[src/rtl/udp_demux_core_if.sv]
// UDP frame bundle: header handshake, header fields, payload stream.
// N is the number of channels; every bus is N slices wide.
interface udp_demux_core_if #(
    parameter int N          = 1,
    parameter int DATA_WIDTH = 8,
    parameter int KEEP_WIDTH = DATA_WIDTH / 8,
    parameter int ID_WIDTH   = 8,
    parameter int DEST_WIDTH = 8,
    parameter int USER_WIDTH = 1
);
    logic [N-1:0]            udp_hdr_valid;
    logic [N-1:0]            udp_hdr_ready;
    logic [N*48-1:0]         eth_dest_mac;
    logic [N*48-1:0]         eth_src_mac;
    logic [N*16-1:0]         eth_type;
    logic [N*4-1:0]          ip_version;
    logic [N*4-1:0]          ip_ihl;
    logic [N*6-1:0]          ip_dscp;
    logic [N*2-1:0]          ip_ecn;
    logic [N*16-1:0]         ip_length;
    logic [N*16-1:0]         ip_identification;
    logic [N*3-1:0]          ip_flags;
    logic [N*13-1:0]         ip_fragment_offset;
    logic [N*8-1:0]          ip_ttl;
    logic [N*8-1:0]          ip_protocol;
    logic [N*16-1:0]         ip_header_checksum;
    logic [N*32-1:0]         ip_source_ip;
    logic [N*32-1:0]         ip_dest_ip;
    logic [N*16-1:0]         udp_source_port;
    logic [N*16-1:0]         udp_dest_port;
    logic [N*16-1:0]         udp_length;
    logic [N*16-1:0]         udp_checksum;
    logic [N*DATA_WIDTH-1:0] udp_payload_axis_tdata;
    logic [N*KEEP_WIDTH-1:0] udp_payload_axis_tkeep;
    logic [N-1:0]            udp_payload_axis_tvalid;
    logic [N-1:0]            udp_payload_axis_tready;
    logic [N-1:0]            udp_payload_axis_tlast;
    logic [N*ID_WIDTH-1:0]   udp_payload_axis_tid;
    logic [N*DEST_WIDTH-1:0] udp_payload_axis_tdest;
    logic [N*USER_WIDTH-1:0] udp_payload_axis_tuser;

    modport master (
        output udp_hdr_valid, eth_dest_mac, eth_src_mac, eth_type,
        output ip_version, ip_ihl, ip_dscp, ip_ecn, ip_length,
        output ip_identification, ip_flags, ip_fragment_offset,
        output ip_ttl, ip_protocol, ip_header_checksum,
        output ip_source_ip, ip_dest_ip,
        output udp_source_port, udp_dest_port, udp_length, udp_checksum,
        output udp_payload_axis_tdata, udp_payload_axis_tkeep,
        output udp_payload_axis_tvalid, udp_payload_axis_tlast,
        output udp_payload_axis_tid, udp_payload_axis_tdest,
        output udp_payload_axis_tuser,
        input  udp_hdr_ready, udp_payload_axis_tready
    );

    modport slave (
        input  udp_hdr_valid, eth_dest_mac, eth_src_mac, eth_type,
        input  ip_version, ip_ihl, ip_dscp, ip_ecn, ip_length,
        input  ip_identification, ip_flags, ip_fragment_offset,
        input  ip_ttl, ip_protocol, ip_header_checksum,
        input  ip_source_ip, ip_dest_ip,
        input  udp_source_port, udp_dest_port, udp_length, udp_checksum,
        input  udp_payload_axis_tdata, udp_payload_axis_tkeep,
        input  udp_payload_axis_tvalid, udp_payload_axis_tlast,
        input  udp_payload_axis_tid, udp_payload_axis_tdest,
        input  udp_payload_axis_tuser,
        output udp_hdr_ready, udp_payload_axis_tready
    );
endinterface

[src/rtl/udp_demux_core.sv]
// Routes one UDP frame (header + payload) to one of M_COUNT channels.
// Header and payload are registered; payload uses an output + skid pair.
module udp_demux_core #(
    parameter int M_COUNT     = 4,
    parameter int DATA_WIDTH  = 8,
    parameter int KEEP_ENABLE = (DATA_WIDTH > 8),
    parameter int KEEP_WIDTH  = DATA_WIDTH / 8,
    parameter int ID_ENABLE   = 0,
    parameter int ID_WIDTH    = 8,
    parameter int DEST_ENABLE = 0,
    parameter int DEST_WIDTH  = 8,
    parameter int USER_ENABLE = 1,
    parameter int USER_WIDTH  = 1,
    localparam int SW = ($clog2(M_COUNT) > 1) ? $clog2(M_COUNT) : 1
) (
    input  logic          clk,
    input  logic          reset_n,
    udp_demux_core_if.slave  s,
    udp_demux_core_if.master m,
    input  logic          enable,
    input  logic          drop,
    input  logic [SW-1:0] select
);
    typedef enum logic {IDLE = 1'b0, FRAME = 1'b1} state_t;

    typedef struct packed {
        logic [47:0] eth_dest_mac;
        logic [47:0] eth_src_mac;
        logic [15:0] eth_type;
        logic [3:0]  ip_version;
        logic [3:0]  ip_ihl;
        logic [5:0]  ip_dscp;
        logic [1:0]  ip_ecn;
        logic [15:0] ip_length;
        logic [15:0] ip_identification;
        logic [2:0]  ip_flags;
        logic [12:0] ip_fragment_offset;
        logic [7:0]  ip_ttl;
        logic [7:0]  ip_protocol;
        logic [15:0] ip_header_checksum;
        logic [31:0] ip_source_ip;
        logic [31:0] ip_dest_ip;
        logic [15:0] udp_source_port;
        logic [15:0] udp_dest_port;
        logic [15:0] udp_length;
        logic [15:0] udp_checksum;
    } hdr_t;

    typedef struct packed {
        logic [DATA_WIDTH-1:0] data;
        logic [KEEP_WIDTH-1:0] keep;
        logic                  last;
        logic [ID_WIDTH-1:0]   id;
        logic [DEST_WIDTH-1:0] dest;
        logic [USER_WIDTH-1:0] user;
    } pl_t;

    localparam logic [SW:0]         MC  = (SW+1)'(M_COUNT);
    localparam logic [M_COUNT-1:0] ONE = M_COUNT'(1);

    state_t             r_state, w_state_next;
    logic [SW-1:0]      r_sel;
    logic               r_drop;
    logic [M_COUNT-1:0] r_hdr_valid;
    hdr_t               r_hdr, w_hdr_in;
    logic               w_hdr_ready, w_hdr_hs;
    logic               w_drop_in, w_drop_next;

    logic               r_s_tready, w_s_tready;
    logic               w_in_valid, w_out_ready, w_ready_early;
    logic               r_m_valid, r_t_valid;
    logic               w_m_valid_nx, w_t_valid_nx;
    logic               w_in2out, w_in2tmp, w_tmp2out;
    logic [SW-1:0]      r_m_ch, r_t_ch;
    pl_t                r_m_pl, r_t_pl, w_pl_in;

    assign w_hdr_hs    = w_hdr_ready && s.udp_hdr_valid;
    assign w_drop_in   = drop || ({1'b0, select} >= MC);
    assign w_drop_next = w_hdr_hs ? w_drop_in : r_drop;

    assign w_hdr_in = '{
        eth_dest_mac:       s.eth_dest_mac,
        eth_src_mac:        s.eth_src_mac,
        eth_type:           s.eth_type,
        ip_version:         s.ip_version,
        ip_ihl:             s.ip_ihl,
        ip_dscp:            s.ip_dscp,
        ip_ecn:             s.ip_ecn,
        ip_length:          s.ip_length,
        ip_identification:  s.ip_identification,
        ip_flags:           s.ip_flags,
        ip_fragment_offset: s.ip_fragment_offset,
        ip_ttl:             s.ip_ttl,
        ip_protocol:        s.ip_protocol,
        ip_header_checksum: s.ip_header_checksum,
        ip_source_ip:       s.ip_source_ip,
        ip_dest_ip:         s.ip_dest_ip,
        udp_source_port:    s.udp_source_port,
        udp_dest_port:      s.udp_dest_port,
        udp_length:         s.udp_length,
        udp_checksum:       s.udp_checksum
    };

    always_comb begin
        w_pl_in.data = s.udp_payload_axis_tdata;
        w_pl_in.keep = (KEEP_ENABLE != 0) ? s.udp_payload_axis_tkeep : '1;
        w_pl_in.last = s.udp_payload_axis_tlast;
        w_pl_in.id   = (ID_ENABLE != 0)   ? s.udp_payload_axis_tid   : '0;
        w_pl_in.dest = (DEST_ENABLE != 0) ? s.udp_payload_axis_tdest : '0;
        w_pl_in.user = (USER_ENABLE != 0) ? s.udp_payload_axis_tuser : '0;
    end

    // Frame FSM; a dropped frame is swallowed with tready held high.
    always_comb begin
        w_state_next = r_state;
        w_hdr_ready  = 1'b0;
        w_s_tready   = 1'b0;
        unique case (r_state)
            IDLE: begin
                w_hdr_ready = reset_n && enable && !(|r_hdr_valid);
                if (w_hdr_ready && s.udp_hdr_valid)
                    w_state_next = FRAME;
            end
            FRAME: begin
                w_s_tready = r_drop || r_s_tready;
                if (w_s_tready && s.udp_payload_axis_tvalid &&
                    s.udp_payload_axis_tlast)
                    w_state_next = IDLE;
            end
        endcase
    end

    always_ff @(posedge clk or negedge reset_n) begin
        if (!reset_n) begin
            r_state     <= IDLE;
            r_sel       <= '0;
            r_drop      <= 1'b0;
            r_hdr_valid <= '0;
            r_hdr       <= '0;
        end else begin
            r_state <= w_state_next;
            if (w_hdr_hs) begin
                r_sel       <= select;
                r_drop      <= w_drop_in;
                r_hdr       <= w_hdr_in;
                r_hdr_valid <= w_drop_in ? '0 : (ONE << select);
            end else begin
                r_hdr_valid <= r_hdr_valid & ~m.udp_hdr_ready;
            end
        end
    end

    // Each held beat carries its own channel so draining beats are
    // unaffected by the next frame's select.
    always_comb begin
        w_m_valid_nx  = r_m_valid;
        w_t_valid_nx  = r_t_valid;
        w_in2out      = 1'b0;
        w_in2tmp      = 1'b0;
        w_tmp2out     = 1'b0;
        w_out_ready   = m.udp_payload_axis_tready[r_m_ch];
        w_in_valid    = s.udp_payload_axis_tvalid && r_s_tready;
        w_ready_early = w_out_ready ||
                        (!r_t_valid && (!r_m_valid || !w_in_valid));
        if (r_s_tready) begin
            if (w_out_ready || !r_m_valid) begin
                w_m_valid_nx = w_in_valid;
                w_in2out     = 1'b1;
            end else begin
                w_t_valid_nx = w_in_valid;
                w_in2tmp     = 1'b1;
            end
        end else if (w_out_ready) begin
            w_m_valid_nx = r_t_valid;
            w_t_valid_nx = 1'b0;
            w_tmp2out    = 1'b1;
        end
    end

    always_ff @(posedge clk or negedge reset_n) begin
        if (!reset_n) begin
            r_s_tready <= 1'b0;
            r_m_valid  <= 1'b0;
            r_t_valid  <= 1'b0;
            r_m_ch     <= '0;
            r_t_ch     <= '0;
            r_m_pl     <= '0;
            r_t_pl     <= '0;
        end else begin
            r_s_tready <= w_ready_early && (w_state_next == FRAME) &&
                          !w_drop_next;
            r_m_valid  <= w_m_valid_nx;
            r_t_valid  <= w_t_valid_nx;
            if (w_in2out) begin
                r_m_pl <= w_pl_in;
                r_m_ch <= r_sel;
            end else if (w_tmp2out) begin
                r_m_pl <= r_t_pl;
                r_m_ch <= r_t_ch;
            end
            if (w_in2tmp) begin
                r_t_pl <= w_pl_in;
                r_t_ch <= r_sel;
            end
        end
    end

    assign s.udp_hdr_ready           = w_hdr_ready;
    assign s.udp_payload_axis_tready = w_s_tready;

    assign m.udp_hdr_valid      = r_hdr_valid;
    assign m.eth_dest_mac       = {M_COUNT{r_hdr.eth_dest_mac}};
    assign m.eth_src_mac        = {M_COUNT{r_hdr.eth_src_mac}};
    assign m.eth_type           = {M_COUNT{r_hdr.eth_type}};
    assign m.ip_version         = {M_COUNT{r_hdr.ip_version}};
    assign m.ip_ihl             = {M_COUNT{r_hdr.ip_ihl}};
    assign m.ip_dscp            = {M_COUNT{r_hdr.ip_dscp}};
    assign m.ip_ecn             = {M_COUNT{r_hdr.ip_ecn}};
    assign m.ip_length          = {M_COUNT{r_hdr.ip_length}};
    assign m.ip_identification  = {M_COUNT{r_hdr.ip_identification}};
    assign m.ip_flags           = {M_COUNT{r_hdr.ip_flags}};
    assign m.ip_fragment_offset = {M_COUNT{r_hdr.ip_fragment_offset}};
    assign m.ip_ttl             = {M_COUNT{r_hdr.ip_ttl}};
    assign m.ip_protocol        = {M_COUNT{r_hdr.ip_protocol}};
    assign m.ip_header_checksum = {M_COUNT{r_hdr.ip_header_checksum}};
    assign m.ip_source_ip       = {M_COUNT{r_hdr.ip_source_ip}};
    assign m.ip_dest_ip         = {M_COUNT{r_hdr.ip_dest_ip}};
    assign m.udp_source_port    = {M_COUNT{r_hdr.udp_source_port}};
    assign m.udp_dest_port      = {M_COUNT{r_hdr.udp_dest_port}};
    assign m.udp_length         = {M_COUNT{r_hdr.udp_length}};
    assign m.udp_checksum       = {M_COUNT{r_hdr.udp_checksum}};

    assign m.udp_payload_axis_tvalid =
        {{(M_COUNT-1){1'b0}}, r_m_valid} << r_m_ch;
    assign m.udp_payload_axis_tdata = {M_COUNT{r_m_pl.data}};
    assign m.udp_payload_axis_tkeep = {M_COUNT{r_m_pl.keep}};
    assign m.udp_payload_axis_tlast = {M_COUNT{r_m_pl.last}};
    assign m.udp_payload_axis_tid   = {M_COUNT{r_m_pl.id}};
    assign m.udp_payload_axis_tdest = {M_COUNT{r_m_pl.dest}};
    assign m.udp_payload_axis_tuser = {M_COUNT{r_m_pl.user}};
endmodule

[src/flat_wrapper.sv]
// flat-port wrapper written by rule: the top's interface ports become plain ports
module udp_demux_core_flat 
#(
    parameter int M_COUNT     = 4,
    parameter int DATA_WIDTH  = 8,
    parameter int KEEP_ENABLE = (DATA_WIDTH > 8),
    parameter int KEEP_WIDTH  = DATA_WIDTH / 8,
    parameter int ID_ENABLE   = 0,
    parameter int ID_WIDTH    = 8,
    parameter int DEST_ENABLE = 0,
    parameter int DEST_WIDTH  = 8,
    parameter int USER_ENABLE = 1,
    parameter int USER_WIDTH  = 1,
    localparam int SW = ($clog2(M_COUNT) > 1) ? $clog2(M_COUNT) : 1
)
  (clk, reset_n, enable, drop, select, s_udp_hdr_valid, s_eth_dest_mac, s_eth_src_mac, s_eth_type, s_ip_version, s_ip_ihl, s_ip_dscp, s_ip_ecn, s_ip_length, s_ip_identification, s_ip_flags, s_ip_fragment_offset, s_ip_ttl, s_ip_protocol, s_ip_header_checksum, s_ip_source_ip, s_ip_dest_ip, s_udp_source_port, s_udp_dest_port, s_udp_length, s_udp_checksum, s_udp_payload_axis_tdata, s_udp_payload_axis_tkeep, s_udp_payload_axis_tvalid, s_udp_payload_axis_tlast, s_udp_payload_axis_tid, s_udp_payload_axis_tdest, s_udp_payload_axis_tuser, s_udp_hdr_ready, s_udp_payload_axis_tready, m_udp_hdr_valid, m_eth_dest_mac, m_eth_src_mac, m_eth_type, m_ip_version, m_ip_ihl, m_ip_dscp, m_ip_ecn, m_ip_length, m_ip_identification, m_ip_flags, m_ip_fragment_offset, m_ip_ttl, m_ip_protocol, m_ip_header_checksum, m_ip_source_ip, m_ip_dest_ip, m_udp_source_port, m_udp_dest_port, m_udp_length, m_udp_checksum, m_udp_payload_axis_tdata, m_udp_payload_axis_tkeep, m_udp_payload_axis_tvalid, m_udp_payload_axis_tlast, m_udp_payload_axis_tid, m_udp_payload_axis_tdest, m_udp_payload_axis_tuser, m_udp_hdr_ready, m_udp_payload_axis_tready);
  udp_demux_core_if #(.N(1), .DATA_WIDTH(DATA_WIDTH), .KEEP_WIDTH(KEEP_WIDTH), .ID_WIDTH(ID_WIDTH), .DEST_WIDTH(DEST_WIDTH), .USER_WIDTH(USER_WIDTH)) s_i ();
  udp_demux_core_if #(.N((4)), .DATA_WIDTH(DATA_WIDTH), .KEEP_WIDTH(KEEP_WIDTH), .ID_WIDTH(ID_WIDTH), .DEST_WIDTH(DEST_WIDTH), .USER_WIDTH(USER_WIDTH)) m_i ();
  input  logic clk;
  input  logic reset_n;
  input  logic enable;
  input  logic drop;
  input  logic [SW-1:0] select;
  input wire logic [$bits(s_i.udp_hdr_valid)-1:0] s_udp_hdr_valid;
  input wire logic [$bits(s_i.eth_dest_mac)-1:0] s_eth_dest_mac;
  input wire logic [$bits(s_i.eth_src_mac)-1:0] s_eth_src_mac;
  input wire logic [$bits(s_i.eth_type)-1:0] s_eth_type;
  input wire logic [$bits(s_i.ip_version)-1:0] s_ip_version;
  input wire logic [$bits(s_i.ip_ihl)-1:0] s_ip_ihl;
  input wire logic [$bits(s_i.ip_dscp)-1:0] s_ip_dscp;
  input wire logic [$bits(s_i.ip_ecn)-1:0] s_ip_ecn;
  input wire logic [$bits(s_i.ip_length)-1:0] s_ip_length;
  input wire logic [$bits(s_i.ip_identification)-1:0] s_ip_identification;
  input wire logic [$bits(s_i.ip_flags)-1:0] s_ip_flags;
  input wire logic [$bits(s_i.ip_fragment_offset)-1:0] s_ip_fragment_offset;
  input wire logic [$bits(s_i.ip_ttl)-1:0] s_ip_ttl;
  input wire logic [$bits(s_i.ip_protocol)-1:0] s_ip_protocol;
  input wire logic [$bits(s_i.ip_header_checksum)-1:0] s_ip_header_checksum;
  input wire logic [$bits(s_i.ip_source_ip)-1:0] s_ip_source_ip;
  input wire logic [$bits(s_i.ip_dest_ip)-1:0] s_ip_dest_ip;
  input wire logic [$bits(s_i.udp_source_port)-1:0] s_udp_source_port;
  input wire logic [$bits(s_i.udp_dest_port)-1:0] s_udp_dest_port;
  input wire logic [$bits(s_i.udp_length)-1:0] s_udp_length;
  input wire logic [$bits(s_i.udp_checksum)-1:0] s_udp_checksum;
  input wire logic [$bits(s_i.udp_payload_axis_tdata)-1:0] s_udp_payload_axis_tdata;
  input wire logic [$bits(s_i.udp_payload_axis_tkeep)-1:0] s_udp_payload_axis_tkeep;
  input wire logic [$bits(s_i.udp_payload_axis_tvalid)-1:0] s_udp_payload_axis_tvalid;
  input wire logic [$bits(s_i.udp_payload_axis_tlast)-1:0] s_udp_payload_axis_tlast;
  input wire logic [$bits(s_i.udp_payload_axis_tid)-1:0] s_udp_payload_axis_tid;
  input wire logic [$bits(s_i.udp_payload_axis_tdest)-1:0] s_udp_payload_axis_tdest;
  input wire logic [$bits(s_i.udp_payload_axis_tuser)-1:0] s_udp_payload_axis_tuser;
  output wire logic [$bits(s_i.udp_hdr_ready)-1:0] s_udp_hdr_ready;
  output wire logic [$bits(s_i.udp_payload_axis_tready)-1:0] s_udp_payload_axis_tready;
  output wire logic [$bits(m_i.udp_hdr_valid)-1:0] m_udp_hdr_valid;
  output wire logic [$bits(m_i.eth_dest_mac)-1:0] m_eth_dest_mac;
  output wire logic [$bits(m_i.eth_src_mac)-1:0] m_eth_src_mac;
  output wire logic [$bits(m_i.eth_type)-1:0] m_eth_type;
  output wire logic [$bits(m_i.ip_version)-1:0] m_ip_version;
  output wire logic [$bits(m_i.ip_ihl)-1:0] m_ip_ihl;
  output wire logic [$bits(m_i.ip_dscp)-1:0] m_ip_dscp;
  output wire logic [$bits(m_i.ip_ecn)-1:0] m_ip_ecn;
  output wire logic [$bits(m_i.ip_length)-1:0] m_ip_length;
  output wire logic [$bits(m_i.ip_identification)-1:0] m_ip_identification;
  output wire logic [$bits(m_i.ip_flags)-1:0] m_ip_flags;
  output wire logic [$bits(m_i.ip_fragment_offset)-1:0] m_ip_fragment_offset;
  output wire logic [$bits(m_i.ip_ttl)-1:0] m_ip_ttl;
  output wire logic [$bits(m_i.ip_protocol)-1:0] m_ip_protocol;
  output wire logic [$bits(m_i.ip_header_checksum)-1:0] m_ip_header_checksum;
  output wire logic [$bits(m_i.ip_source_ip)-1:0] m_ip_source_ip;
  output wire logic [$bits(m_i.ip_dest_ip)-1:0] m_ip_dest_ip;
  output wire logic [$bits(m_i.udp_source_port)-1:0] m_udp_source_port;
  output wire logic [$bits(m_i.udp_dest_port)-1:0] m_udp_dest_port;
  output wire logic [$bits(m_i.udp_length)-1:0] m_udp_length;
  output wire logic [$bits(m_i.udp_checksum)-1:0] m_udp_checksum;
  output wire logic [$bits(m_i.udp_payload_axis_tdata)-1:0] m_udp_payload_axis_tdata;
  output wire logic [$bits(m_i.udp_payload_axis_tkeep)-1:0] m_udp_payload_axis_tkeep;
  output wire logic [$bits(m_i.udp_payload_axis_tvalid)-1:0] m_udp_payload_axis_tvalid;
  output wire logic [$bits(m_i.udp_payload_axis_tlast)-1:0] m_udp_payload_axis_tlast;
  output wire logic [$bits(m_i.udp_payload_axis_tid)-1:0] m_udp_payload_axis_tid;
  output wire logic [$bits(m_i.udp_payload_axis_tdest)-1:0] m_udp_payload_axis_tdest;
  output wire logic [$bits(m_i.udp_payload_axis_tuser)-1:0] m_udp_payload_axis_tuser;
  input wire logic [$bits(m_i.udp_hdr_ready)-1:0] m_udp_hdr_ready;
  input wire logic [$bits(m_i.udp_payload_axis_tready)-1:0] m_udp_payload_axis_tready;
  assign s_i.udp_hdr_valid = s_udp_hdr_valid;
  assign s_i.eth_dest_mac = s_eth_dest_mac;
  assign s_i.eth_src_mac = s_eth_src_mac;
  assign s_i.eth_type = s_eth_type;
  assign s_i.ip_version = s_ip_version;
  assign s_i.ip_ihl = s_ip_ihl;
  assign s_i.ip_dscp = s_ip_dscp;
  assign s_i.ip_ecn = s_ip_ecn;
  assign s_i.ip_length = s_ip_length;
  assign s_i.ip_identification = s_ip_identification;
  assign s_i.ip_flags = s_ip_flags;
  assign s_i.ip_fragment_offset = s_ip_fragment_offset;
  assign s_i.ip_ttl = s_ip_ttl;
  assign s_i.ip_protocol = s_ip_protocol;
  assign s_i.ip_header_checksum = s_ip_header_checksum;
  assign s_i.ip_source_ip = s_ip_source_ip;
  assign s_i.ip_dest_ip = s_ip_dest_ip;
  assign s_i.udp_source_port = s_udp_source_port;
  assign s_i.udp_dest_port = s_udp_dest_port;
  assign s_i.udp_length = s_udp_length;
  assign s_i.udp_checksum = s_udp_checksum;
  assign s_i.udp_payload_axis_tdata = s_udp_payload_axis_tdata;
  assign s_i.udp_payload_axis_tkeep = s_udp_payload_axis_tkeep;
  assign s_i.udp_payload_axis_tvalid = s_udp_payload_axis_tvalid;
  assign s_i.udp_payload_axis_tlast = s_udp_payload_axis_tlast;
  assign s_i.udp_payload_axis_tid = s_udp_payload_axis_tid;
  assign s_i.udp_payload_axis_tdest = s_udp_payload_axis_tdest;
  assign s_i.udp_payload_axis_tuser = s_udp_payload_axis_tuser;
  assign s_udp_hdr_ready = s_i.udp_hdr_ready;
  assign s_udp_payload_axis_tready = s_i.udp_payload_axis_tready;
  assign m_udp_hdr_valid = m_i.udp_hdr_valid;
  assign m_eth_dest_mac = m_i.eth_dest_mac;
  assign m_eth_src_mac = m_i.eth_src_mac;
  assign m_eth_type = m_i.eth_type;
  assign m_ip_version = m_i.ip_version;
  assign m_ip_ihl = m_i.ip_ihl;
  assign m_ip_dscp = m_i.ip_dscp;
  assign m_ip_ecn = m_i.ip_ecn;
  assign m_ip_length = m_i.ip_length;
  assign m_ip_identification = m_i.ip_identification;
  assign m_ip_flags = m_i.ip_flags;
  assign m_ip_fragment_offset = m_i.ip_fragment_offset;
  assign m_ip_ttl = m_i.ip_ttl;
  assign m_ip_protocol = m_i.ip_protocol;
  assign m_ip_header_checksum = m_i.ip_header_checksum;
  assign m_ip_source_ip = m_i.ip_source_ip;
  assign m_ip_dest_ip = m_i.ip_dest_ip;
  assign m_udp_source_port = m_i.udp_source_port;
  assign m_udp_dest_port = m_i.udp_dest_port;
  assign m_udp_length = m_i.udp_length;
  assign m_udp_checksum = m_i.udp_checksum;
  assign m_udp_payload_axis_tdata = m_i.udp_payload_axis_tdata;
  assign m_udp_payload_axis_tkeep = m_i.udp_payload_axis_tkeep;
  assign m_udp_payload_axis_tvalid = m_i.udp_payload_axis_tvalid;
  assign m_udp_payload_axis_tlast = m_i.udp_payload_axis_tlast;
  assign m_udp_payload_axis_tid = m_i.udp_payload_axis_tid;
  assign m_udp_payload_axis_tdest = m_i.udp_payload_axis_tdest;
  assign m_udp_payload_axis_tuser = m_i.udp_payload_axis_tuser;
  assign m_i.udp_hdr_ready = m_udp_hdr_ready;
  assign m_i.udp_payload_axis_tready = m_udp_payload_axis_tready;
  udp_demux_core #(.M_COUNT(M_COUNT), .DATA_WIDTH(DATA_WIDTH), .KEEP_ENABLE(KEEP_ENABLE), .KEEP_WIDTH(KEEP_WIDTH), .ID_ENABLE(ID_ENABLE), .ID_WIDTH(ID_WIDTH), .DEST_ENABLE(DEST_ENABLE), .DEST_WIDTH(DEST_WIDTH), .USER_ENABLE(USER_ENABLE), .USER_WIDTH(USER_WIDTH)) u_core (.clk(clk), .reset_n(reset_n), .s(s_i), .m(m_i), .enable(enable), .drop(drop), .select(select));
endmodule
[config.mk]
export PLATFORM = sky130hd
export DESIGN_NAME = udp_demux_core_flat
export DESIGN_NICKNAME = d
export VERILOG_FILES = /design/src/rtl/udp_demux_core_if.sv /design/src/rtl/udp_demux_core.sv /design/src/flat_wrapper.sv
export SDC_FILE = /design/constraint.sdc
export NUM_CORES = 1
export LEC_CHECK = 0
export CORE_AREA = 2 2 721 723
export CTS_BUF_LIST = sky130_fd_sc_hd__clkbuf_4 sky130_fd_sc_hd__clkbuf_8
export DETAILED_ROUTE_END_ITERATION = 8
export DIE_AREA = 0 0 723 725
export GPL_TIMING_DRIVEN = 0
export SKIP_LAST_GASP = 1
export SYNTH_ARGS = -nofsm -noshare
export SYNTH_HDL_FRONTEND = slang
export SYNTH_SLANG_ARGS = --single-unit
[constraint.sdc]
create_clock -name clk -period 3.5 [get_ports clk]
set_clock_uncertainty 0.2 [all_clocks]
set_input_delay 0.7 -clock clk [delete_from_list [all_inputs] [get_ports clk]]
set_output_delay 0.7 -clock clk [all_outputs]
set_load 0.01 [all_outputs]
==> impl_metrics.yaml, run 1 <==
placed_design:
  gp_congestion: 0.8857
  pre_cts_ws_ns: -0.6714
  placed_cell_area_sq_mm: 0.04940
  dp.cells: 10720
  io_buffers: 1759
  dp_hpwl_microns: 211300
floorplanning:
  dieArea_sq_mm: 0.5242
  ios: 1841
  initial_utilization: 0.04407
  die_w_microns: 723
  core_sq_mm: 0.5160
  rows: 264
  die_h_microns: 725
cts:
  cts-buffers-inserted: 85
  htree_levels: 3
  tritoncts: "done"
  cts.path.max_buffers: 4
  cts.sink_count: 373
  insertion_delay_ns: 0.92
  clockRootBuffer: "clkbuf_8"
  clkTransAtPathRegs_ns: 0.06
yosys:
  yosys.cell_count.top_type: "buf_4"
  synth-adder-area-share: 0
  synthCells: 1972
  ys_top_cells_by_area: "dfrtp_1, buf_4, mux2_2, buf_6, mux2_1"
  synth-edff-count: 0
  ys_top_cells_by_count: "buf_4, dfrtp_1, mux2_2, buf_6, mux2_1"
  synth_xor_area_frac: 0
  ys_types: 38
  synth_top_area_share: 0.4105
  synth_largest_area_cell: "dfrtp_1"
  yosys-mux-area-fraction: 0.1792
  synth.avg_cell_area_sq_um: 11.53
  synthArstFlopShare: 1.000
  syn-cell-area_sq_mm: 0.02274
  ys_seq_area_frac: 0.4105
  synth_top_family_by_area: "buffers and inverters"
  ys.flop_type: "dfrtp_1"
  ys_ff_latch: 373
  synth-simple-area-share: 0.01106
  ys_warn_count: 0
  synth-compound-area-share: 0.01249
timing:
  setup_viol: 0
  hold_viol_final: 0
  clock.fmax_ghz: 0.2978
  worst_slack_ns: 0.1417
  tns_ns: 0
  rsz0062_at_grt: "no"
  slew_headroom: 0.2234
  holdWs_ns: 0.1732
  period_share: 0.9595
  finalCriticalPeriod_ns: 3.358
  worst_pin_slew_ns: 1.165
  slew_violations: 0
worst_setup_path:
  r2r_cells: 6
  worstReg2RegEnd: "u_core.m.ip_ttl[5]$_DFFE_PN0N_"
  critPathLaunchType: "flip-flop"
  r2r_start: "u_core.m.udp_hdr_valid[2]$_DFF_PN0_"
  rrSetupSlack_ns: 0.54
  crit_start: "u_core.m.eth_dest_mac[41]$_DFFE_PN0N_"
  critical_path_class: "reg2out"
  critPathCapture: "m_eth_dest_mac[89]"
  crit_required_ns: 2.60
  worst_ep_arrival_time_ns: 2.46
  end_kind: "output pin"
  crit_path_max_fanout: 5
power:
  switchingPower_mw: 21.18
  intPower_mw: 32.70
  power.density_mw_per_mm2: 1028
  p_seq_frac: 0.258
  leakagePower_nw: 20.28
  sw_frac_of_total: 0.3930
  ir_drop_v: 0.0004683
  clkPwrFrac: 0.117
  p_comb_frac: 0.625
layout:
  layoutNonFillerInstCount: 11010
  areaGrowthSynthToFinish_pct: 130.5
  drive_above_1_share: 0.4273
  final_cell_area_sq_mm: 0.05240
  fillers: 59470
  nets: 4316
routing:
  drtPass1Iterations: 5
  routed_via_density: 1.986
  first_iter_violations: 1141
  avgRoutedWirePerCell_microns: 21.37
  drc: 0
  vias: 21860
  ant_nets: 0
  wirelength_microns: 235200
global_route:
  grt_max_degree: 93
  track_usage: 0.08586
  grt_overflow: 0
  grt_pass1_vias: 20570
  grt_pass1_wl_microns: 278200
  antenna_found_initial: 214
job:
  max_cap_violations: 0
run_status:
  outcome: "finished, final reports clean"
min_path:
  hp-class: "in2async"
registers in the layout, summed over array words and instances (netlist names), 3 cells and up:
signal / flops
u_core.m.eth_dest_mac: 48
u_core.m.eth_src_mac: 48
u_core.m.ip_dest_ip: 32
u_core.m.ip_source_ip: 32
u_core.m.eth_type: 16
u_core.m.ip_header_checksum: 16
u_core.m.ip_identification: 16
u_core.m.ip_length: 16
u_core.m.udp_checksum: 16
u_core.m.udp_dest_port: 16
u_core.m.udp_length: 16
u_core.m.udp_source_port: 16
u_core.m.ip_fragment_offset: 13
u_core.r_t_pl: 11
u_core.m.ip_protocol: 8
u_core.m.ip_ttl: 8
u_core.m.udp_payload_axis_tdata: 8
u_core.m.ip_dscp: 6
u_core.m.ip_ihl: 4
u_core.m.ip_version: 4
u_core.m.udp_hdr_valid: 4
u_core.m.ip_flags: 3
cells in the final DEF, fill, tap and decap left out, types with 12 or more instances in the layout:
cell             synthesis  routed
clkbuf_4                 0      15
mux2_2                 319     319
buf_16                   0      12
dlygate4sd3_1            0      42
buf_6                   33      33
clkbuf_8                 0     105
mux2_1                  32      32
o211ai_1                23      23
buf_4                 1108    1112
dfrtp_2                  0      59
diode_2                  0      93
clkdlybuf4s50_1          0    1746
dfrtp_1                373     308
conb_1                   1      64
power groups by stage:
stage | Clock (mW) | Combinational (mW) | Sequential, mW
2_1_floorplan | 0 | 14.3 | 9.69
3_3_place_gp | 0 | 33.6 | 14.1
3_5_place_dp | 0 | 34.0 | 14.0
4_1_cts | 6.78 | 34.1 | 14.1
5_1_grt | 6.89 | 35.4 | 14.2
6_report | 6.32 | 33.6 | 13.9
what timing repair did:
item | 4_1_cts | 5_1_grt
endpoints found under the setup margin | 205 | 7
gates cloned | 1 | 0
endpoints found under the hold margin | 201 | 0
hold buffers | 49 | 0
pin swaps | 1 | 0
gates resized for setup | 90 | 6
setup buffers | 2 | 1
worst max-delay path, cell delays in order, from the launching register on:
cell	delay (ns)
dfrtp_1	0.82
buf_4	0.22
clkdlybuf4s50_1	0.54
final cells by class:
type | instances | area [sq um] | area share
clock inverters | 31 | 465.4 | 0.008882
diodes | 93 | 232.7 | 0.004441
inverters | 7 | 30.03 | 0.0005730
multi-input cells | 500 | 4851 | 0.09257
flip-flops and latches | 373 | 9430 | 0.1800
plain buffers | 1152 | 8758 | 0.1671
clock buffers | 119 | 1550 | 0.02958
repair buffers | 1818 | 18430 | 0.3517
well taps | 6916 | 8653 | 0.1651
stage by stage:
step	utilization	total power [mW]
CTS	0.1011	55.02
detailed placement	0.09574	47.98
finish	0.1016	53.88
global route	0.1012	56.50
global placement	0.09542	47.75
floorplan	-	24.02
worst min path at each step:
stage                                                 end  slack [ns]  cells after the start
finish                        u_core.r_sel[0]$_DFFE_PN0N_        0.17                      7
global route        u_core.m.eth_dest_mac[24]$_DFFE_PN0N_        0.03                      2
global placement            u_core.r_t_pl[18]$_DFFE_PN0P_        0.26                      1
CTS                    u_core.m.udp_length[2]$_DFFE_PN0N_      0.0009                      2
detailed placement          u_core.r_t_pl[18]$_DFFE_PN0P_        0.27                      1
floorplan            u_core.m.eth_dest_mac[0]$_DFFE_PN0N_        0.20                      0
cell families (layout without fill, tap and decap cells):
logic type,Yosys count,count (layout)
muxes,362,362
other,1,157
DFF,373,373
and+or+nand+nor,36,36
AOI/OAI and AO/OA,38,38
buffers and inverters,1162,3127
per-layer routing:
layer	GRT usage	up-vias	share of wire
met5	0	-	0.0026
met4	0.02077	94	0.030
met3	0.03975	495	0.11
met2	0.1429	1405	0.46
met1	0.09925	10540	0.40
li1	-	9327	-
No activity file was read; power rests on OpenSTA's default activity.
==> run 2, diff against run 1 <==
--- a/config.mk
+++ b/config.mk
@@ -14,3 +14,4 @@
 export SYNTH_ARGS = -nofsm -noshare
 export SYNTH_HDL_FRONTEND = slang
 export SYNTH_SLANG_ARGS = --single-unit
+export TNS_END_PERCENT = 1
==> impl_metrics.yaml, run 2 (synthesized netlist as in run 1, its figures left out) <==
layout:
  drive_above_1_share: 0.4120
  final_common_cell: "clkdlybuf4s50_1"
  nets: 4316
  final_cell_mix: "clkdlybuf4s50_1, buf_4, dfrtp_1"
  areaGrowthSynthToFinish_pct: 130.0
  final_core_utilization: 0.1013
global_route:
  grt_overflow: 0
  grt_max_degree: 93
  grt_pass1_vias: 20540
  antenna_found_initial: 214
  track_usage: 0.08583
  grt_pass1_wl_microns: 278000
timing:
  slew_headroom: 0.1665
  tns_ns: -0.4251
  worst_pin_slew_ns: 1.250
  finalCriticalPeriod_ns: 3.585
  period_share: 1.024
  setup_viol: 16
  holdWs_ns: 0.1319
  clock.fmax_ghz: 0.2789
  hold_viol_final: 0
  slew_violations: 0
  worst_slack_ns: -0.08513
  rsz0062_at_grt: "yes"
cts:
  cts.sink_count: 373
  tritoncts: "done"
  htree_levels: 3
  cts.path.max_buffers: 4
  clockRootBuffer: "clkbuf_8"
  insertion_delay_ns: 0.93
  post_cts_buffers: 0
  clkTransAtPathRegs_ns: 0.06
  cts-buffers-inserted: 85
floorplanning:
  die_h_microns: 725
  initial_utilization: 0.04407
  rows: 264
  ios: 1841
  core_sq_mm: 0.5160
  die_w_microns: 723
  dieArea_sq_mm: 0.5242
worst_setup_path:
  crit_path_max_fanout: 15
  slowest_stage: "clkdlybuf4s50_1"
  worst_ep_arrival_time_ns: 2.69
  end_kind: "output pin"
  cpPeakStageDelay_ns: 0.59
  critPathLaunchType: "flip-flop"
  critical_path_class: "reg2out"
  crit_required_ns: 2.60
  crit_chain: "inv_1 -> nor3_1 -> clkdlybuf4s50_1"
routing:
  vias: 21810
  routed_via_density: 1.981
  drtPass1Iterations: 5
  drc: 0
  wirelength_microns: 235200
  ant_nets: 0
  first_iter_violations: 1162
  avgRoutedWirePerCell_microns: 21.37
power:
  power.total_mw: 53.80
  ir_drop_v: 0.0004680
  leakagePower_nw: 20.30
  power.density_mw_per_mm2: 1029
placed_design:
  gp_congestion: 0.8857
  dp_hpwl_microns: 211300
  io_buffers: 1759
run_status:
  violations: "negative setup slack"
  outcome: "complete, but fails checks"
min_path:
  hp-class: "in2async"
job:
  max_cap_violations: 0
==> run 2: cell types whose count changed in the layout (fill, tap and decap cells not counted), sizes merged, moves of 2 or more <==
cell / previous run / this run
dlygate4sd3: 42 / 44
clkbuf: 125 / 127
dlygate4sd2: 6 / 1
buf: 1164 / 1161
clkdlybuf4s15: 4 / 1
diode: 93 / 91
clkdlybuf4s50: 1746 / 1755
==> run 2: worst max-delay path, delay by kind of cell, from the launching register on <==
kind	cells	cell delay, ns
flops	1	0.54
buf+inv	2	0.94
simple gates	1	0.28
==> run 2: routing by layer <==
metal | share of wire | wire length (microns) | vias to the layer above | GRT usage
met5 | 0.0023 | 537 | - | 0
met4 | 0.028 | 6589 | 84 | 0.02160
met3 | 0.10 | 24060 | 478 | 0.03750
met2 | 0.47 | 109900 | 1418 | 0.1426
met1 | 0.40 | 94160 | 10500 | 0.1005
li1 | - | - | 9325 | -
==> run 2: power by group <==
part	switching [mW]	internal (mW)
registers	7.40	6.37
clock network	2.64	3.68
logic	11.1	22.6
total	21.1	32.7
==> run 2: area by class of cell <==
cell class / count / area (sq um)
Tap cell: 6916 / 8653
Clock buffer: 119 / 1550
Antenna cell: 91 / 227.7
Timing Repair Buffer: 1817 / 18410
Inverter: 7 / 26.28
Sequential cell: 373 / 9346
Multi-Input combinational cell: 500 / 4851
Fill cell: 59480 / 463700
Clock inverter: 31 / 465.4
Buffer: 1153 / 8757
==> run 2: per-stage QoR <==
| step | worst slack (ns) | instances | cell area [sq um] |
|---|---|---|---|
| global route | -0.3292 | 10940 | 52110 |
| CTS | -0.3433 | 10920 | 52060 |
| global placement | -19.43 | 10710 | 49230 |
| floorplan | 1.287 | 2035 | 22970 |
| detailed placement | -0.6714 | 10720 | 49400 |
| finish | -0.08513 | 11010 | 52290 |
==> run 2: path summary, 6_finish.rpt <==
check                                                     from                                    end  slack (ns)  depth (start not counted)
setup / recovery                  u_core.r_m_valid$_DFFE_PN0P_           m_udp_payload_axis_tvalid[0]       -0.09                          3
setup reg to reg           u_core.m.udp_hdr_valid[1]$_DFF_PN0_         u_core.m.ip_ttl[5]$_DFFE_PN0N_        0.45                          5
hold / removal                                         reset_n  u_core.m.ip_source_ip[18]$_DFFE_PN0N_        0.13                          7
min in group clk                            s_eth_dest_mac[25]  u_core.m.eth_dest_mac[25]$_DFFE_PN0N_        0.19                          2
hold reg to reg                  u_core.r_t_pl[18]$_DFFE_PN0P_          u_core.r_t_pl[18]$_DFFE_PN0P_        0.29                          1
max in group asynchronous                              reset_n   u_core.m.eth_src_mac[39]$_DFFE_PN0N_        1.13                          7
==> run 2: what timing repair did <==
| item | in CTS | in global routing |
|---|---|---|
| gates resized for setup | 14 | 4 |
| hold buffers | 52 | 0 |
| endpoints found under the setup margin | 205 | 161 |
| endpoints found under the hold margin | 245 | 0 |
==> run 3, diff against run 2 <==
--- a/config.mk
+++ b/config.mk
@@ -5,12 +5,14 @@
 export SDC_FILE = /design/constraint.sdc
 export NUM_CORES = 1
 export LEC_CHECK = 0
-export CORE_AREA = 2 2 721 723
+export ABC_AREA = 1
+export CORE_AREA = 2 2 709 711
 export CTS_BUF_LIST = sky130_fd_sc_hd__clkbuf_4 sky130_fd_sc_hd__clkbuf_8
 export DETAILED_ROUTE_END_ITERATION = 8
-export DIE_AREA = 0 0 723 725
+export DIE_AREA = 0 0 711 713
 export GPL_TIMING_DRIVEN = 0
 export SKIP_LAST_GASP = 1
+export SLEW_MARGIN = 0
 export SYNTH_ARGS = -nofsm -noshare
 export SYNTH_HDL_FRONTEND = slang
 export SYNTH_SLANG_ARGS = --single-unit
==> impl_metrics.yaml, run 3 <==
worst_setup_path:
  rrSetupSlack_ns: 0.34
  critPathLaunchType: "flip-flop"
  crit_required_ns: 2.60
  crit_start: "u_core.m.eth_dest_mac[30]$_DFFE_PN0N_"
  slowest_stage: "dfrtp_1"
  worst_ep_arrival_time_ns: 2.82
  crit_path_max_fanout: 6
  end_kind: "output pin"
  worstReg2RegEnd: "u_core.m.eth_dest_mac[2]$_DFFE_PN0N_"
  cpPeakStageDelay_ns: 1.13
  r2r_cells: 8
  critical_path_class: "reg2out"
  crit_chain: "buf_4 -> clkdlybuf4s50_1"
  critPathCapture: "m_eth_dest_mac[126]"
  r2r_start: "u_core.r_state$_DFF_PN0_"
yosys:
  ys_top_cells_by_area: "dfrtp_1, buf_4, nand2_1, nand3_1, buf_2"
  synth.avg_cell_area_sq_um: 8.431
  synth-edff-count: 0
  ys.flop_type: "dfrtp_1"
  ys_top_cells_by_count: "buf_4, nand2_1, dfrtp_1, nand3_1, buf_2"
  syn-cell-area_sq_mm: 0.02333
  ys_warn_count: 0
  synth_largest_area_cell: "dfrtp_1"
  synthArstFlopShare: 1.000
  ys_seq_area_frac: 0.4001
  ys_ff_latch: 373
  synth_top_area_share: 0.4001
  yosys.cell_count.top_type: "buf_4"
  ys_types: 23
  synthCells: 2767
power:
  power.density_mw_per_mm2: 1000
  p_comb_frac: 0.611
  switchingPower_mw: 22.60
  clkPwrFrac: 0.116
  p_seq_frac: 0.273
  sw_frac_of_total: 0.4270
  leakagePower_nw: 22.21
  intPower_mw: 30.33
  ir_drop_v: 0.0003970
global_route:
  grt_max_degree: 101
  grt_overflow: 0
  antenna_found_initial: 121
  grt_pass1_vias: 24860
  track_usage: 0.09314
  grt_pass1_wl_microns: 298200
cts:
  htree_levels: 3
  clkTransAtPathRegs_ns: 0.06
  clockRootBuffer: "clkbuf_8"
  tritoncts: "done"
  insertion_delay_ns: 0.91
  cts-buffers-inserted: 86
  cts.path.max_buffers: 4
  cts.sink_count: 373
placed_design:
  io_buffers: 1758
  gp_congestion: 0.8834
  dp_hpwl_microns: 217700
  dp.cells: 11280
layout:
  layoutNonFillerInstCount: 11590
  nets: 5150
  areaGrowthSynthToFinish_pct: 126.8
  final_cell_mix: "clkdlybuf4s50_1, buf_4, nand2_1"
  final_common_cell: "clkdlybuf4s50_1"
  drive_above_1_share: 0.2984
  final_core_utilization: 0.1059
  fillers: 57780
floorplanning:
  initial_utilization: 0.04669
  die_w_microns: 711
  die_h_microns: 713
  ios: 1841
  core_sq_mm: 0.4997
  dieArea_sq_mm: 0.5069
  rows: 260
routing:
  first_iter_violations: 1847
  drtPass1Iterations: 5
  vias: 26330
  wirelength_met1_microns: 101500
  dr_wl_met3_microns: 22040
  ant_nets: 0
  routed.top_layer: "met5"
  wirelength_microns: 248500
  drc: 0
  wl_met2_microns: 109600
  routed_via_density: 2.271
  avgRoutedWirePerCell_microns: 21.43
timing:
  rsz0062_at_grt: "yes"
  finalCriticalPeriod_ns: 3.723
  period_share: 1.064
  worst_slack_ns: -0.2231
  worst_pin_slew_ns: 1.232
  slew_violations: 0
  clock.fmax_ghz: 0.2686
  slew_headroom: 0.1787
  setup_viol: 23
  hold_viol_final: 0
min_path:
  hp-class: "in2reg"
run_status:
  violations: "negative setup slack"
  outcome: "complete, but fails checks"
job:
  max_cap_violations: 0
-- run 3: cell count changes after synthesis, sizes merged, moves of 10 or more --
cell and change:
o21ai +17, o211ai -11, nand3b -11, mux2 -351, nand3 +372, buf +57, mux2i -10, clkbuf +16
inv +21, nand2 +712
-- run 3: logic make-up (layout without fill, tap and decap cells) --
logic type	count (synthesis)	count (layout)	synth area share
buffers and inverters	1256	3259	0.3874
and+or+nand+nor	1103	1103	0.2017
AOI/OAI and AO/OA	34	34	0.01073
other	1	143	0.0001607
DFF	373	373	0.4001
-- run 3: through the flow --
stage | hold WS, ns | setup WS (ns) | area, sq um | power, mW | TNS [ns]
after floorplan | 0.2044 | 1.312 | 23570 | 22.88 | 0
after global placement | 0.2684 | -18.95 | 49520 | 47.26 | -
after detailed placement | 0.2676 | -1.805 | 49730 | 47.49 | -287.29
after CTS | 0.0003585 | -0.3929 | 52720 | 54.27 | -23.59
after global routing | 0.04734 | -0.3507 | 52840 | 55.63 | -11.41
final | 0.1667 | -0.2231 | 52920 | 52.94 | -2.754
-- run 3: how the worst min path moves through the flow --
stage,startpoint,end,slack (ns),depth (start not counted)
2_1_floorplan,reset_n,u_core.m.eth_dest_mac[0]$_DFFE_PN0N_,0.20,0
3_3_place_gp,u_core.r_t_pl[17]$_DFFE_PN0P_,u_core.r_t_pl[17]$_DFFE_PN0P_,0.27,2
3_5_place_dp,u_core.r_t_pl[0]$_DFFE_PN0P_,u_core.r_t_pl[0]$_DFFE_PN0P_,0.27,2
4_1_cts,s_udp_dest_port[2],u_core.m.udp_dest_port[2]$_DFFE_PN0N_,0.0004,3
5_1_grt,s_ip_dest_ip[4],u_core.m.ip_dest_ip[4]$_DFFE_PN0N_,0.05,3
6_report,s_ip_header_checksum[7],u_core.m.ip_header_checksum[7]$_DFFE_PN0N_,0.17,3
-- run 3: final cells by class --
class | count | area, sq um | area share
timing repair buffer | 1853 | 18800 | 0.3552
sequential | 373 | 9379 | 0.1772
buffer | 1228 | 8942 | 0.1690
tap | 6681 | 8359 | 0.1580
multi-input combinational | 1201 | 5205 | 0.09835
clock buffer | 121 | 1559 | 0.02946
clock inverter | 29 | 376.6 | 0.007116
antenna | 79 | 197.7 | 0.003735
inverter | 28 | 107.6 | 0.002033
-- run 3: power by group through the flow --
stage,Clock [mW],Sequential (mW),Combinational (mW)
finish,6.13,14.5,32.3
global route,6.64,14.9,34.1
CTS,6.52,14.9,32.8
detailed placement,0,14.9,32.6
global placement,0,14.9,32.4
floorplan,0,9.43,13.4
-- run 3: what timing repair did --
item                                    4_1_cts  5_1_grt
resized for setup                            52        1
hold endpoints to repair                    259        0
endpoints found under the setup margin      338      122
gates cloned                                  1        0
buffers inserted                              1        0
pin swaps                                     1        0
hold buffers                                 86        0
-- run 3: routing by layer --
metal | global-route usage | vias up
met5 | 0 | -
met3 | 0.03107 | 408
met2 | 0.1459 | 1641
li1 | - | 11660
met1 | 0.1132 | 12580
met4 | 0.04754 | 50
-- run 3: worst max-delay path, delay by kind of cell (launching register included) --
kind / cells / cell delay (ns)
flip-flops: 1 / 1.13
buffers and inverters: 2 / 0.78
